**src/rtl/crc_stream.sv**
```systemverilog
// Beat-parallel streaming CRC engine: DATA_W message bits per accepted beat,
// one registered result per frame on a valid/ready output with a beat count.
module crc_stream #(
  parameter int unsigned        CRC_W  = 16,
  parameter logic [CRC_W-1:0]   POLY   = CRC_W'(16'h8005),
  parameter logic [CRC_W-1:0]   INIT   = '0,
  parameter logic [CRC_W-1:0]   XOROUT = '0,
  parameter int unsigned        DATA_W = 8,
  parameter bit                 REFIN  = 1'b0,
  parameter bit                 REFOUT = 1'b0
) (
  input  logic              clk_i,
  input  logic              rst_ni,
  input  logic              clear_i,
  input  logic              s_valid_i,
  output logic              s_ready_o,
  input  logic [DATA_W-1:0] s_data_i,
  input  logic              s_last_i,
  output logic              crc_valid_o,
  input  logic              crc_ready_i,
  output logic [CRC_W-1:0]  crc_o,
  output logic [15:0]       len_o
);

  typedef enum logic [1:0] {
    ST_IDLE,
    ST_RUN,
    ST_DONE
  } state_e;

  state_e             state_q, state_d;
  logic [CRC_W-1:0]   crc_reg_q, crc_reg_d;
  logic [15:0]        cnt_q, cnt_d;
  logic [CRC_W-1:0]   crc_out_q, crc_out_d;
  logic [15:0]        len_q, len_d;

  logic               beat_fire;
  logic [CRC_W-1:0]   crc_step;
  logic [15:0]        cnt_inc;

  // Unrolled shift-register division: DATA_W serial steps collapse into one cycle.
  function automatic logic [CRC_W-1:0] crc_advance(input logic [CRC_W-1:0] crc_in,
                                                   input logic [DATA_W-1:0] data);
    logic [CRC_W-1:0] c;
    logic             b;
    c = crc_in;
    for (int unsigned i = 0; i < DATA_W; i++) begin
      b = REFIN ? data[i] : data[DATA_W-1-i];
      c = {c[CRC_W-2:0], 1'b0} ^ ((c[CRC_W-1] ^ b) ? POLY : '0);
    end
    return c;
  endfunction

  function automatic logic [CRC_W-1:0] reflect(input logic [CRC_W-1:0] v);
    logic [CRC_W-1:0] r;
    r = '0;
    for (int unsigned i = 0; i < CRC_W; i++) begin
      r[i] = v[CRC_W-1-i];
    end
    return r;
  endfunction

  assign s_ready_o   = (state_q != ST_DONE);
  assign crc_valid_o = (state_q == ST_DONE);
  assign crc_o       = crc_out_q;
  assign len_o       = len_q;

  assign beat_fire = s_valid_i & s_ready_o;
  assign crc_step  = crc_advance(crc_reg_q, s_data_i);
  assign cnt_inc   = (cnt_q == 16'hFFFF) ? cnt_q : cnt_q + 16'd1;

  always_comb begin
    state_d   = state_q;
    crc_reg_d = crc_reg_q;
    cnt_d     = cnt_q;
    crc_out_d = crc_out_q;
    len_d     = len_q;

    if (clear_i) begin
      state_d   = ST_IDLE;
      crc_reg_d = INIT;
      cnt_d     = '0;
    end else begin
      unique case (state_q)
        ST_IDLE, ST_RUN: begin
          if (beat_fire) begin
            if (s_last_i) begin
              state_d   = ST_DONE;
              crc_out_d = (REFOUT ? reflect(crc_step) : crc_step) ^ XOROUT;
              len_d     = cnt_inc;
              crc_reg_d = INIT;
              cnt_d     = '0;
            end else begin
              state_d   = ST_RUN;
              crc_reg_d = crc_step;
              cnt_d     = cnt_inc;
            end
          end
        end
        ST_DONE: begin
          if (crc_ready_i) begin
            state_d = ST_IDLE;
          end
        end
        default: state_d = ST_IDLE;
      endcase
    end
  end

  always_ff @(posedge clk_i) begin
    if (!rst_ni) begin
      state_q   <= ST_IDLE;
      crc_reg_q <= INIT;
      cnt_q     <= '0;
      crc_out_q <= '0;
      len_q     <= '0;
    end else begin
      state_q   <= state_d;
      crc_reg_q <= crc_reg_d;
      cnt_q     <= cnt_d;
      crc_out_q <= crc_out_d;
      len_q     <= len_d;
    end
  end

endmodule

```
**config.mk**
```make
export PLATFORM = sky130hd
export DESIGN_NAME = crc_stream
export DESIGN_NICKNAME = d
export VERILOG_FILES = /design/src/rtl/crc_stream.sv
export SDC_FILE = /design/constraint.sdc
export NUM_CORES = 1
export LEC_CHECK = 0
export BUFFER_PORTS_ARGS = -buffer_cell sky130_fd_sc_hd__buf_2
export CAP_MARGIN = 5
export CORE_ASPECT_RATIO = 1.4
export CORE_MARGIN = 2
export CORE_UTILIZATION = 59
export DETAILED_ROUTE_END_ITERATION = 6
export MAX_ROUTING_LAYER = met4
export PLACE_DENSITY = 0.93
export SYNTH_ARGS = -nofsm -noshare
export SYNTH_HDL_FRONTEND = slang
export SYNTH_SLANG_ARGS = --single-unit
```
**constraint.sdc**
```tcl
create_clock -name clk_i -period 4.35 [get_ports clk_i]
set_clock_uncertainty 0.2 [all_clocks]
set_input_delay 0.435 -clock clk_i [delete_from_list [all_inputs] [get_ports clk_i]]
set_output_delay 0.435 -clock clk_i [all_outputs]
set_load 0.02 [all_outputs]
```
# == Word level (Yosys, flattened, before mapping) ==
# Cells that the tools add are included.
# totals
regBits,66
latchBits,0
mem_bits_rw,0
mem_bits_ro,0
inputBits,14
output_inout_bits,34
n_memories,0
# op_classes
addsub,1
multipliers,0
div_mod_pow,0
order_cmp,0
n_eq_ne,6
n_shift,0
n_mux,15
bitwise_logic,19
n_reduce_logical,6
# ops
cell,count
$mux W16,11
$xor A16 B16 Y16,8
$add A16 B1 Y16 const B,1
$eq A16 B16 Y1 const B,1
$xor A1 B1 Y1,8
$mux W2,3
$ne A2 B2 Y1 const B,2
$pmux W2 S2,1
$reduce_and A2 Y1,2
$reduce_and A4 Y1,1
$reduce_or A2 Y1,2
$eq A2 B1 Y1 const B,1
$eq A2 B2 Y1 const B,1
$logic_not A2 Y1,1
$ne A2 B1 Y1 const B,1
$not A1 Y1,2
$and A1 B1 Y1,1

# == Longest topological paths before layout ==
# depth
word_depth,25
depth_mapped,9

# == Worst setup path after synthesis ==
# OpenSTA, ideal clock, no wires.
# synth_timing
path_kind,input -> register
start,input port s_data_i[5]
end,register crc_reg_q[1]
setup_ns,0.071
arrival_ns,1.943
required_time_ns,4.079
setup_slack_ns,2.136
stages,6
cell_sequence,xnor2_1 xor2_1 xnor3_2 xnor2_1 or3_1 a21oi_1
# synth_via
elab_chain_len,17
# synth_lines
element,line,source
from (decl),17,"input logic [DATA_W-1:0] s_data_i,"
$xor A1 B1 Y1,49,"c = {c[CRC_W-2:0], 1'b0} ^ ((c[CRC_W-1] ^ b) ? POLY : '0);"
$mux W16,49,
$xor A16 B16 Y16,49,
$xor A1 B1 Y1,49,
$mux W16,49,
$xor A16 B16 Y16,49,
$xor A1 B1 Y1,49,
$mux W16,49,
$xor A16 B16 Y16,49,
$xor A1 B1 Y1,49,
$mux W16,49,
$xor A16 B16 Y16,49,
$xor A1 B1 Y1,49,
$mux W16,49,
$xor A16 B16 Y16 (2 in series),49,
$mux W16,87,if (s_last_i) begin
to (signal assigned),119,crc_reg_q <= crc_reg_d;
to (decl),32,"logic [CRC_W-1:0] crc_reg_q, crc_reg_d;"
# Every way passes these cells.
# A chain may end at the register's enable or synchronous reset.

# == Final worst setup path ==
# layout_timing
start,register state_q[1]
end,"register len_q[14], in the netlist len_o[14]"
# layout_via
elab_chain_len,3
# layout_lines
element,line,source
from (decl),31,"state_e state_q, state_d;"
from (signal assigned),118,state_q <= state_d;
$ne A2 B2 Y1 (tied with other cells),63,assign s_ready_o = (state_q != ST_DONE);
$and A1 B1 Y1 or $reduce_or A2 Y1 (tied branches),"68, 84",
$reduce_and A4 Y1 (no line) *,-,
to (signal assigned),122,len_q <= len_d;
to (decl),35,"logic [15:0] len_q, len_d;"
# Every way passes the cells marked *; elsewhere a longest branch is shown, timed or not.

==> impl_metrics.yaml <==
power_and_ir_drop:
  p_per_area_mw_per_mm2: 378
  internal_power_uw: 941
  p_total_mw: 1.29
  ir_drop_mv: 0.231
  combinationalPowerShare_pct: 12.1
  sequentialPowerShare_pct: 48.7
  clockPowerShare_pct: 39.2
  p_leak_nw: 1.29
  switching_share_pct: 27.1
  switchingPower_uw: 349
drt:
  avgRoutedWirePerCell_um: 15.2
  drc: 0
  dr_total_vias: 2684
  drt-pass1-iter-count: 4
  vias_per_cell: 5.66
  ant_nets: 0
  routed_wl_um: 7190
  first_iter_violations: 232
yosys:
  synth_area_mm2: 0.00300
  synth-edff-count: 0
  postSynthCellCount: 367
  ys_ff_latch: 66
  seq_area_frac_synth_pct: 44.1
  synth_flop_cell: "dfxtp_1"
  netlist-cell-type-count: 38
  yosys_warnings: 0
  synthesis.nets: 382
  async_flop_share_pct: 0
  synth_area_per_cell_um2: 8.16
run_status:
  status: "complete, no violations"
place:
  gp_congestion: 0.911
  placedInstanceArea_mm2: 0.00322
  io_buffers: 47
  detailed_place_hpwl_um: 4960
worst_setup_path:
  r2r_end: "len_o[14]"
  r2r_start: "state_q[1]"
  reg2reg_depth: 4
  worst_setup_path_end_kind: "flip-flop"
  critPathKind: "reg -> reg"
  cp-start-kind: "flip-flop"
  cp_max_fo: 30
  max_stage_delay_ns: 0.90
  timing.reg2reg.setup_slack_ns: 1.68
  slowest_stage: "or3_1"
  crit_chain: "nand2b_1, or3_1, a211o_1, a21oi_1"
  cp.arrival_ns: 2.74
  crit_required_ns: 4.41
clock_tree:
  cts_sinks: 66
  cts.htree.levels: 3
  clk_latency_ns: 0.35
  root_buffer: "clkbuf_8"
  cts_tree: "done"
  clk_pin_slew_ns: 0.07
  cts_buffers: 9
  clk_path_buf_depth: 2
  ctsResizeCount: 0
  cts_setup_buffers: 0
  hold_buffers: 0
sta:
  worstMarginPinSlew_ns: 1.17
  max_freq_mhz: 374
  period_minus_slack_ns: 2.67
  tns_ns: 0
  period_share_pct: 61.5
  maxSlewHeadroom_pct: 22.3
  setup_violations: 0
  hold_viol: 0
  slew_viol_final: 0
  rsz0062_at_grt: "false"
hold_path:
  hold_depth: 2
  hp-class: "in -> reg"
  hp-start: "s_valid_i"
  whs_endpoint: "state_q[0]"
die:
  dieArea_mm2: 0.00567
  dieHeight_um: 88.3
  coreArea_mm2: 0.00488
  io_pins: 48
  initial_core_util_pct: 61.4
  row_count: 30
  die_w_um: 64.2
global_routing:
  grt_antenna_before_repair: 0
  grt_util_all_layers_pct: 27.1
  grt_pass1_vias: 2415
  met3_usage_pct: 6.49
  grt_max_degree: 44
  use_met2_pct: 46.7
  grt_pass1_wl_um: 11400
  use_met1_pct: 29.4
  globalRouteOverflowTotal: 0
  grt_busiest_layer: "met2"
layout:
  fin_area_mm2: 0.00342
  syn_to_final_growth_pct: 14.1
  fillers: 393
  layout-drive-gt1-share_pct: 17.8
  insertedDiodeCount: 0
  fin_nets: 420
run:
  max-cap-violations: 0
routing by layer:
| layer | routed length, um | up-vias | share of wire, % |
|---|---|---|---|
| li1 | - | 1343 | - |
| met3 | 327 | 23 | 4.5 |
| met4 | 233 | 0 | 3.2 |
| met5 | 0 | - | 0 |
| met1 | 2770 | 1238 | 39 |
| met2 | 3860 | 80 | 54 |
kinds of logic after synthesis:
kind of cell	after synthesis	synth area share, %
and+or+nand+nor	147	22.1
DFF	66	44.1
xor gates and xnor gates	34	11.2
buffers and inverters	28	4.34
AOI/OAI and AO/OA	91	17.8
adders and majority gates	1	0.418
how the worst max path moves through the flow:
| stage | from | cells after the start | slack [ns] | to |
|---|---|---|---|---|
| after global placement | s_valid_i | 5 | 1.66 | len_o[14] |
| after floorplan | s_data_i[5] | 6 | 2.14 | crc_reg_q[1] |
| after global routing | state_q[1] | 4 | 1.51 | len_o[14] |
| after CTS | state_q[1] | 4 | 1.75 | len_o[14] |
| after detailed placement | s_valid_i | 5 | 1.62 | len_o[14] |
| final | state_q[1] | 4 | 1.68 | len_o[14] |
cell type report:
cell class,instances,area [um^2],share of cell area (%)
sequential,66,1320,38.7
tap,64,80.1,2.34
timing repair buffer,50,258,7.54
multi-input combinational,273,1550,45.2
clock buffer,9,124,3.62
inverter,5,18.8,0.549
clock inverter,7,70.1,2.05
Yosys cell counts (2+ instances only):
cell	n	share of area, %
a211oi_1	8	2.0
a21oi_1	46	7.7
a22oi_1	9	2.3
a31oi_1	4	0.84
and3_1	8	1.7
buf_2	2	0.33
buf_6	3	1.1
clkbuf_1	18	2.3
clkinv_1	2	0.25
dfxtp_1	66	44
inv_1	3	0.38
nand2_1	40	5.0
nand2b_1	4	0.84
nand3_1	11	1.8
nand4_1	2	0.42
nor2_1	53	6.6
nor3_1	16	2.7
o21ai_0	17	2.8
or3_1	7	1.5
xnor2_1	20	5.8
xor2_1	11	3.2
registers in the layout, indices dropped and copies added (netlist names):
signal     cells
cnt_q         16
crc_o         16
crc_reg_q     16
len_o         16
state_q        2
layout by cell type (no fill, tap or decap), types with 2 or more instances in the layout:
master,count
a21oi_1,46
or3_1,7
and3_1,8
buf_4,3
xnor2_1,20
clkinv_2,3
clkinv_1,2
nand4_1,2
inv_1,3
nand3_1,11
a31oi_1,4
nor3_1,16
dfxtp_1,66
xor2_1,11
a211oi_1,8
clkinv_4,2
clkbuf_8,9
o21ai_0,17
a22oi_1,9
nand2_1,40
buf_2,47
nand2b_1,4
nor2_1,52
stage by stage:
| step | cells | setup slack [ns] | utilization, % | hold WS, ns |
|---|---|---|---|---|
| 6_report | 474 | 1.68 | 70.1 | 0.136 |
| 5_1_grt | 474 | 1.51 | 70.1 | 0.133 |
| 4_1_cts | 474 | 1.75 | 70.1 | 0.126 |
| 3_5_place_dp | 458 | 1.62 | 66.1 | 0.246 |
| 3_3_place_gp | 458 | 1.66 | 66.1 | 0.241 |
| 2_1_floorplan | 367 | 2.14 | - | 0.237 |
power groups by stage:
stage | Sequential, mW | Combinational (mW) | Clock, mW
final | 0.628 | 0.156 | 0.506
after global routing | 0.630 | 0.171 | 0.539
after CTS | 0.629 | 0.155 | 0.510
after detailed placement | 0.642 | 0.154 | 0
after global placement | 0.642 | 0.151 | 0
after floorplan | 0.655 | 0.0992 | 0
worst max-delay path: cells and delay by family (launching register included):
family / cells / cell delay [ns]
DFF: 1 / 0.33
and+or+nand+nor: 2 / 1.59
AOI/OAI and AO/OA: 2 / 0.47
Power figures use the tool's default switching activity.
